**config.mk**
```make
export PLATFORM = sky130hd
export DESIGN_NAME = bf_fetch_unit
export DESIGN_NICKNAME = d
export VERILOG_FILES = /design/src/rtl/bf_fetch_unit_pkg.sv /design/src/rtl/bf_fetch_unit_loop_stack.sv /design/src/rtl/bf_fetch_unit.sv
export SDC_FILE = /design/constraint.sdc
export NUM_CORES = 1
export LEC_CHECK = 0
export CAP_MARGIN = 0
export CORE_ASPECT_RATIO = 0.8
export CORE_MARGIN = 5
export CORE_UTILIZATION = 45
export DETAILED_ROUTE_END_ITERATION = 6
export GPL_TIMING_DRIVEN = 0
export PLACE_DENSITY = 0.61
export SETUP_SLACK_MARGIN = 0.2
export SLEW_MARGIN = 30
export SYNTH_ARGS = -nofsm -noshare
export SYNTH_HDL_FRONTEND = slang
export SYNTH_SLANG_ARGS = --single-unit
```
**constraint.sdc**
```tcl
create_clock -name clk -period 5 [get_ports clk]
set_input_delay 0.75 -clock clk [delete_from_list [all_inputs] [get_ports clk]]
set_output_delay 0.75 -clock clk [all_outputs]
set_load 0.01 [all_outputs]
```
**src/rtl/bf_fetch_unit_pkg.sv**
```systemverilog
// Opcode constants and fetch-state encoding for the BF fetch unit.
// The execute stage imports the same package, so both sides decode identically.
package bf_fetch_unit_pkg;

   localparam logic [3:0] OP_HALT       = 4'd0;
   localparam logic [3:0] OP_INC        = 4'd1;
   localparam logic [3:0] OP_DEC        = 4'd2;
   localparam logic [3:0] OP_RIGHT      = 4'd3;
   localparam logic [3:0] OP_LEFT       = 4'd4;
   localparam logic [3:0] OP_OUT        = 4'd5;
   localparam logic [3:0] OP_IN         = 4'd6;
   localparam logic [3:0] OP_LOOP_START = 4'd7;
   localparam logic [3:0] OP_LOOP_END   = 4'd8;

   typedef enum logic [1:0] {
      ST_RUN,
      ST_SKIP,
      ST_HALTED,
      ST_ERROR
   } fetch_state_e;

endpackage

```
**src/rtl/bf_fetch_unit_loop_stack.sv**
```systemverilog
// Return-address LIFO for '[' positions; synchronous active-low reset to empty.
// Simultaneous push and pop never occur, so push takes priority if both are asserted.
module bf_loop_stack #(
   parameter int ADDR_WIDTH  = 8,
   parameter int STACK_DEPTH = 16
) (
   input  logic                  clk,
   input  logic                  reset_n,
   input  logic                  push,
   input  logic                  pop,
   input  logic [ADDR_WIDTH-1:0] push_data,
   output logic [ADDR_WIDTH-1:0] top,
   output logic                  full,
   output logic                  empty
);

   localparam int IDX_W = $clog2(STACK_DEPTH);
   localparam int SP_W  = IDX_W + 1;

   logic [ADDR_WIDTH-1:0] mem_q [STACK_DEPTH];
   logic [SP_W-1:0]       sp_q, sp_d, sp_m1;

   assign sp_m1 = sp_q - SP_W'(1);
   assign full  = (sp_q == SP_W'(STACK_DEPTH));
   assign empty = (sp_q == '0);
   assign top   = mem_q[sp_m1[IDX_W-1:0]];

   always_comb begin
      sp_d = sp_q;
      if (push && !full) begin
         sp_d = sp_q + SP_W'(1);
      end else if (pop && !empty) begin
         sp_d = sp_m1;
      end
   end

   always_ff @(posedge clk) begin
      if (!reset_n) begin
         sp_q <= '0;
      end else begin
         sp_q <= sp_d;
      end
   end

   // Entry storage carries no reset; the stack pointer alone defines validity.
   always_ff @(posedge clk) begin
      if (push && !full) begin
         mem_q[sp_q[IDX_W-1:0]] <= push_data;
      end
   end

endmodule

```
**src/rtl/bf_fetch_unit.sv**
```systemverilog
// BF fetch/control-flow stage: PC, bracket resolution via loop stack and skip scanner.
// Define BF_FETCH_PERF_EN to add the saturating perf_cycles/perf_retired counters.
import bf_fetch_unit_pkg::*;

module bf_fetch_unit #(
   parameter int ADDR_WIDTH  = 8,
   parameter int DATA_WIDTH  = 4,
   parameter int STACK_DEPTH = 16
) (
   input  logic                  clk,
   input  logic                  reset_n,
   output logic [ADDR_WIDTH-1:0] rom_address,
   input  logic [DATA_WIDTH-1:0] rom_data,
   output logic [DATA_WIDTH-1:0] instr,
   output logic                  instr_valid,
   input  logic                  exec_ready,
   input  logic                  exec_idle,
   input  logic                  cell_zero,
   output logic                  halted,
   output logic                  error
`ifdef BF_FETCH_PERF_EN
   ,
   output logic [31:0]           perf_cycles,
   output logic [31:0]           perf_retired
`endif
);

   fetch_state_e          state_q, state_d;
   logic [ADDR_WIDTH-1:0] pc_q, pc_d;
   logic [ADDR_WIDTH:0]   skip_q, skip_d;
   logic                  push, pop, stk_full, stk_empty;
   logic [ADDR_WIDTH-1:0] stk_top;
   logic                  valid, resolved, at_last;
   logic                  is_halt, is_open, is_close;

   assign at_last  = (pc_q == '1);
   assign is_halt  = (rom_data == DATA_WIDTH'(OP_HALT));
   assign is_open  = (rom_data == DATA_WIDTH'(OP_LOOP_START));
   assign is_close = (rom_data == DATA_WIDTH'(OP_LOOP_END));

   bf_loop_stack #(
      .ADDR_WIDTH (ADDR_WIDTH),
      .STACK_DEPTH(STACK_DEPTH)
   ) u_stack (
      .clk      (clk),
      .reset_n  (reset_n),
      .push     (push),
      .pop      (pop),
      .push_data(pc_q),
      .top      (stk_top),
      .full     (stk_full),
      .empty    (stk_empty)
   );

   always_comb begin
      state_d  = state_q;
      pc_d     = pc_q;
      skip_d   = skip_q;
      push     = 1'b0;
      pop      = 1'b0;
      valid    = 1'b0;
      resolved = 1'b0;
      case (state_q)
         ST_RUN: begin
            if (is_halt) begin
               state_d = ST_HALTED;
            end else if (is_open) begin
               if (exec_idle) begin
                  if (!cell_zero) begin
                     if (stk_full) begin
                        state_d = ST_ERROR;
                     end else begin
                        push     = 1'b1;
                        resolved = 1'b1;
                        if (at_last) state_d = ST_HALTED;
                        else         pc_d    = pc_q + ADDR_WIDTH'(1);
                     end
                  end else begin
                     // A '[' on the last word can never find its match.
                     if (at_last) begin
                        state_d = ST_ERROR;
                     end else begin
                        resolved = 1'b1;
                        skip_d   = (ADDR_WIDTH+1)'(1);
                        pc_d     = pc_q + ADDR_WIDTH'(1);
                        state_d  = ST_SKIP;
                     end
                  end
               end
            end else if (is_close) begin
               if (exec_idle) begin
                  if (stk_empty) begin
                     state_d = ST_ERROR;
                  end else if (cell_zero) begin
                     pop      = 1'b1;
                     resolved = 1'b1;
                     if (at_last) state_d = ST_HALTED;
                     else         pc_d    = pc_q + ADDR_WIDTH'(1);
                  end else begin
                     resolved = 1'b1;
                     pc_d     = stk_top + ADDR_WIDTH'(1);
                  end
               end
            end else begin
               valid = 1'b1;
               if (exec_ready) begin
                  if (at_last) state_d = ST_HALTED;
                  else         pc_d    = pc_q + ADDR_WIDTH'(1);
               end
            end
         end
         ST_SKIP: begin
            if (is_close && skip_q == (ADDR_WIDTH+1)'(1)) begin
               resolved = 1'b1;
               skip_d   = '0;
               if (at_last) begin
                  state_d = ST_HALTED;
               end else begin
                  pc_d    = pc_q + ADDR_WIDTH'(1);
                  state_d = ST_RUN;
               end
            end else begin
               if (is_open)       skip_d = skip_q + (ADDR_WIDTH+1)'(1);
               else if (is_close) skip_d = skip_q - (ADDR_WIDTH+1)'(1);
               if (at_last) state_d = ST_ERROR;
               else         pc_d    = pc_q + ADDR_WIDTH'(1);
            end
         end
         default: ;
      endcase
   end

   always_ff @(posedge clk) begin
      if (!reset_n) begin
         state_q <= ST_RUN;
         pc_q    <= '0;
         skip_q  <= '0;
      end else begin
         state_q <= state_d;
         pc_q    <= pc_d;
         skip_q  <= skip_d;
      end
   end

   // A HALT under the PC reports completion in the same cycle it is seen.
   assign rom_address = pc_q;
   assign instr       = rom_data;
   assign instr_valid = reset_n & valid;
   assign halted      = reset_n & ((state_q == ST_HALTED) || (state_q == ST_RUN && is_halt));
   assign error       = reset_n & (state_q == ST_ERROR);

`ifdef BF_FETCH_PERF_EN
   logic [31:0] perf_cycles_q, perf_retired_q;

   always_ff @(posedge clk) begin
      if (!reset_n) begin
         perf_cycles_q  <= '0;
         perf_retired_q <= '0;
      end else begin
         if ((state_q == ST_RUN || state_q == ST_SKIP) && perf_cycles_q != '1)
            perf_cycles_q <= perf_cycles_q + 32'd1;
         if (((valid && exec_ready) || resolved) && perf_retired_q != '1)
            perf_retired_q <= perf_retired_q + 32'd1;
      end
   end

   assign perf_cycles  = perf_cycles_q;
   assign perf_retired = perf_retired_q;
`endif

endmodule

```
---- Word level (Yosys, flattened, before mapping) ----
Memories as Yosys holds them, arrays and structs flattened.
Index checks and enable logic that the tools add are counted.
word-level totals
  memories ................................ 1
  input port bits ......................... 9
  word-level logic and storage cells ...... 111
  register bits after elaboration ......... 24
  output and inout bits ................... 15
  ROM bits ................................ 0
  memory bits (writable) .................. 128
  bits in latches ......................... 0
memories
  name           words  width  read ports  clocked after memory_dff  write ports  line                            source
  u_stack.mem_q  16     8      1           0                         1            bf_fetch_unit_loop_stack.sv:20  logic [ADDR_WIDTH-1:0] mem_q [STACK_DEPTH];
operators by class
  div/mod/pow operators ................... 0
  multiply operators ...................... 0
  muxes and demuxes ....................... 58
  equal/unequal tests ..................... 24
  add/subtract/negate cells ............... 6
  magnitude comparators ................... 0
  bitwise operators ....................... 3
  shift operators ......................... 0
  reductions and logical operators ........ 15
operator list
  operator                                                                  count
  8-bit 2-to-1 mux                                                          11
  9-bit 2-to-1 mux                                                          8
  2-bit 2-to-1 mux                                                          15
  4-bit inequality test (second input constant)                             6
  1-bit 2-to-1 mux                                                          19
  9-bit one-hot mux with 2 select lines                                     1
  8-bit by 1-bit adder with 8-bit output (second input constant)            2
  8-bit one-hot mux with 2 select lines                                     1
  7-bit AND reduction                                                       2
  5-bit 2-to-1 mux                                                          2
  2-bit inequality test (second input constant)                             5
  9-bit by 1-bit adder with 9-bit output (second input constant)            1
  9-bit by 1-bit equality test with 1-bit output (second input constant)    1
  3-bit inequality test (second input constant)                             3
  9-bit by 1-bit subtractor with 9-bit output (second input constant)       1
  8-bit equality test (second input constant)                               1
  6-bit by 5-bit inequality test with 1-bit output (second input constant)  1
  6-bit AND reduction                                                       1
  5-bit by 1-bit adder with 5-bit output (second input constant)            1
  5-bit equality test (second input constant)                               1
  5-bit logical NOT                                                         1
  5-bit inequality test (second input constant)                             1
  5-bit by 1-bit subtractor with 5-bit output (second input constant)       1
  2-bit equality test (second input constant)                               2
  11 further kinds                                                          18

---- Logic depth before layout (Yosys ltp) ----
  depth after elaboration ................. 10
  mapped depth ............................ 16
  mapped depth without buffers ............ 11

---- By module ----
A second synthesis with hierarchy kept.
second synthesis, totals
  cell total of the unflattened synthesis .. 561
  area, all modules ....................... 7110.6 µm²
by module, submodules not included
  module         area each (µm²)  times used  cells an instance
  bf_loop_stack  5480.3           1           347
  bf_fetch_unit  1630.3           1           214

---- Least setup slack after synthesis ----
Ideal clock, no wire load.
  path kind ............................... register -> register
  start ................................... reg u_stack.sp_q[0]
  end ..................................... reg pc_q[4] (netlist: rom_address[4])
  required time ........................... 4.909 ns
  path buffers ............................ 5
  data arrival time ....................... 3.270 ns
  period minus slack after synthesis ...... 3.361 ns
  stages on the path, launching flop included .. 16
  path slack .............................. 1.639 ns
  cell sequence ........................... dfxtp_1 > buf_6 > buf_4 > buf_4 > inv_1 > ha_1 > buf_2 > clkbuf_1 > mux4_2 > mux2i_1 > nor2_1 > a21oi_1 > inv_1 > ha_1 > a32o_1 > a311oi_1
on the way
  cells in the longest elaborated chain, start to end .. 10
ends and longest elaborated chain
  what                                         line                            source
  from (decl)                                  bf_fetch_unit_loop_stack.sv:21  logic [SP_W-1:0] sp_q, sp_d, sp_m1;
  from (signal assigned)                       bf_fetch_unit_loop_stack.sv:41  sp_q <= sp_d;
  5-bit by 1-bit subtractor with 5-bit output  bf_fetch_unit_loop_stack.sv:23  assign sp_m1 = sp_q - SP_W'(1);
  memory read 16 x 8 bit                       -
  8-bit by 1-bit adder with 8-bit output       bf_fetch_unit.sv:101            pc_d = stk_top + ADDR_WIDTH'(1);
  8-bit 2-to-1 mux                             bf_fetch_unit.sv:94             end else if (cell_zero) begin
  8-bit 2-to-1 mux                             bf_fetch_unit.sv:92             if (stk_empty) begin
  8-bit 2-to-1 mux                             bf_fetch_unit.sv:91             if (exec_idle) begin
  8-bit 2-to-1 mux                             bf_fetch_unit.sv:90             end else if (is_close) begin
  8-bit 2-to-1 mux                             bf_fetch_unit.sv:67             end else if (is_open) begin
  8-bit 2-to-1 mux                             bf_fetch_unit.sv:65             if (is_halt) begin
  8-bit one-hot mux with 2 select lines        bf_fetch_unit.sv:63             case (state_q)
  to (signal assigned)                         bf_fetch_unit.sv:140            pc_q <= pc_d;
  to (decl)                                    bf_fetch_unit.sv:29             logic [ADDR_WIDTH-1:0] pc_q, pc_d;
Parallel ways exist; a longest one is shown, timed or not. The select of a mux whose other input is x is not followed.
A chain may end at the register's enable or synchronous reset.

---- Worst setup path after layout ----
Ends and elaborated chain as after synthesis.

==> results.py <==
metrics = {
    "outcome": {
        "status": "completed",
    },
    "floorplan": {
        "ioPinCount": 24,
        "num_rows": 41,
        "coreArea_um2": 15700,
        "die_area_um2": 18500,
        "die_x_um": 151,
        "fp.dieH_um": 123,
        "initial_utilization": 0.456,
    },
    "power": {
        "p_int_uw": 2210,
        "ir_drop_uv": 220,
        "switching_share": 0.205,
        "leakage_uw": 0.00264,
        "power.share.clock": 0.455,
        "p_switching_uw": 569,
        "power_frac_comb": 0.043,
        "seqPwrFrac": 0.502,
        "p_total_uw": 2780,
        "power.density_nw_per_um2": 337,
    },
    "cells_and_area": {
        "nets": 595,
        "drive_above_1_share": 0.160,
        "syn2layout_area_growth_pct": 15.5,
        "layout_commonest_cell": "edfxtp_1",
        "n_antenna_cell": 0,
        "most-common-layout-cells": "128 x edfxtp_1, 43 x nor2_1, 29 x nand2_1",
    },
    "global_routing": {
        "antenna_found_initial": 0,
        "grt_pass1_wl_mm": 26.6,
        "grt.total_usage": 0.194,
        "grt_pass1_vias": 4539,
        "grt-ovfl-total": 0,
        "grt_max_degree": 24,
    },
    "setup_path": {
        "cp_cell_sequence": "buf_6 -> buf_4 -> buf_4 -> inv_1 -> ha_1 -> buf_2 -> clkbuf_1 -> mux4_2 -> mux2i_1 -> nor2_1 -> a21oi_1 -> inv_1 -> ha_1 -> a32o_1 -> a311oi_1",
        "cp_top_family": "buffers and inverters",
        "r2r_slack_ns": 0.63,
        "start_kind": "flip-flop",
        "worst-path-buf-inv": 7,
        "cp_slowest_cell": "dfxtp_1",
        "worst-path-max-fanout": 10,
        "worst-endpoint-required_ns": 5.33,
        "crit_type": "reg -> reg",
        "endpoint_kind": "flip-flop",
        "slowest_delay_ns": 0.48,
        "cp_data_arrival_time_ns": 4.69,
    },
    "sta": {
        "clock_skew_ns": 0.00649,
        "setup_tns_ns": 0,
        "period_needed_ns": 4.37,
        "final_hold_viol_count": 0,
        "slew_headroom": 0.352,
        "setup_violations": 0,
        "maxSlewViolCount": 0,
        "hold_ws_ns": 0.517,
        "worst_pin_slew_ns": 0.969,
        "rsz0062_at_grt": "false",
        "fmax_mhz": 229,
        "finalCritPeriodShare": 0.874,
    },
    "yosys": {
        "yosys.cell_types.count": 57,
        "synth_warnings": 0,
        "synth.area.top_cells": "edfxtp_1 54%, mux4_2 6.9%, dfxtp_1 6.7%, mux2i_1 3.8%, nor2_1 2.5%",
        "synth_edf_count": 128,
        "synth_top_cell_by_area": "edfxtp_1",
        "synthCells": 532,
        "syn_nets": 551,
        "synth_ff_type": "edfxtp_1",
        "netlist.area_leader.share": 0.538,
        "netlist_area_um2": 7150,
        "avgSynthCellArea_um2": 13.4,
        "synth-seq-cells": 152,
        "yosysSeqAreaShare": 0.605,
        "async_reset_ff_frac": 0,
    },
    "routing": {
        "ant_nets": 0,
        "totalWireLength_mm": 16.7,
        "first_iter_violations": 448,
        "drt_pass1_iterations": 5,
        "vias": 4612,
        "drc": 0,
        "vias_per_cell": 5.74,
        "wl_per_cell_um": 20.7,
    },
    "clocking": {
        "cts.path.max_buffers": 2,
        "cts_resized": 0,
        "htreeDepth": 4,
        "cts_sinks": 152,
        "hold_buffers": 0,
        "cts.clk_slew.worst_paths_ns": 0.06,
        "clockRootBuffer": "clkbuf_16",
        "cts_tree": "yes",
        "cts_setup_buffers": 0,
        "clkLatencyLatePin_ns": 0.41,
        "cts_buffers": 17,
    },
    "placement": {
        "gp_congestion": 0.809,
        "io_buffers": 22,
        "dp_hpwl_mm": 11.2,
    },
    "hold_path": {
        "worstHoldPathType": "reg -> reg",
    },
    "flow_run": {
        "cap_violations": 0,
    },
}
flip-flops by register name (all words and copies together) (netlist names):
name	cells
u_stack.mem_q	128
skip_q	9
rom_address	8
u_stack.sp_q	5
state_q	2
stage by stage:
stage	std cells	setup WS, ns	utilization	cell area (um2)
2_1_floorplan	532	1.64	-	7150
3_3_place_gp	769	0.516	0.487	7640
3_5_place_dp	772	0.655	0.489	7680
4_1_cts	804	0.660	0.526	8260
5_1_grt	804	0.299	0.526	8260
6_report	804	0.631	0.526	8260
synth_stat cells, types with 2 or more instances:
library cell  count
a21oi_1          22
a22oi_1           4
a2bb2oi_1         3
a31oi_1           4
a32o_1            2
a32oi_1           2
and2_1            2
and3_1            6
and4b_1           2
buf_2             9
buf_4             8
buf_6             2
clkbuf_1         15
dfxtp_1          24
edfxtp_1        128
ha_1             10
inv_1             9
mux2_2           10
mux2i_1          27
mux4_2           22
nand2_1          29
nand2b_1          5
nand3_1          11
nand3b_1          8
nand4_1          10
nor2_1           47
nor2b_1           4
nor3_1           18
nor3b_1          15
nor4_1            2
nor4_2            2
o211ai_1          2
o21a_1            2
o21ai_0          15
o22ai_1           7
o31ai_1           2
or3_1             5
or4b_1            2
xnor2_1          10
xor2_1            8
path summary, 6_finish.rpt:
kind,startpoint,end,cells past startpoint
setup / recovery,u_stack.sp_q[0]$_SDFFE_PN0P_,rom_address[4]$_SDFFE_PN0P_,15
hold / removal,skip_q[1]$_SDFFE_PN0P_,skip_q[1]$_SDFFE_PN0P_,2
setup reg to reg,u_stack.sp_q[0]$_SDFFE_PN0P_,rom_address[4]$_SDFFE_PN0P_,15
hold reg to reg,skip_q[1]$_SDFFE_PN0P_,skip_q[1]$_SDFFE_PN0P_,2
cell families (layout without fill, tap and decap cells):
group	after synthesis	count (layout)	synth area share
simple gates	172	172	0.128
flops	152	152	0.605
compound gates	77	77	0.0705
mux	59	59	0.123
buf+inv	43	100	0.0304
xor+xnor	19	19	0.0259
fa+ha+maj	10	10	0.0175
power by group through the flow:
| stage | Sequential (uW) | Combinational [uW] | Clock, uW |
|---|---|---|---|
| floorplan | 1410 | 77.0 | 0 |
| global placement | 1420 | 116 | 0 |
| detailed placement | 1420 | 117 | 0 |
| CTS | 1400 | 118 | 1290 |
| global route | 1400 | 131 | 1350 |
| finish | 1400 | 119 | 1270 |
worst reg2reg max path: cells and delay by family, from the launching register on:
family | cells | cell delay [ns]
fa+ha+maj | 2 | 0.59
flops | 1 | 0.48
simple gates | 1 | 0.08
mux | 2 | 0.70
buf+inv | 7 | 1.53
compound gates | 3 | 0.91
area by class of cell:
class,instances,area [um2]
well taps,215,269
multi-input cells,337,2630
inverters,9,33.8
fillers,1351,7440
flip-flops and latches,152,4320
clock inverters,8,123
plain buffers,34,184
clock buffers,24,452
repair buffers,25,243
per-layer routing:
| metal | part of all wire | up-vias | global-route usage |
|---|---|---|---|
| li1 | - | 2139 | - |
| met1 | 0.46 | 2285 | 0.282 |
| met2 | 0.46 | 170 | 0.301 |
| met3 | 0.061 | 18 | 0.0336 |
| met4 | 0.017 | 0 | 0.0595 |
| met5 | 0 | - | 0 |
Note: power is estimated with default switching activity, not from simulation.
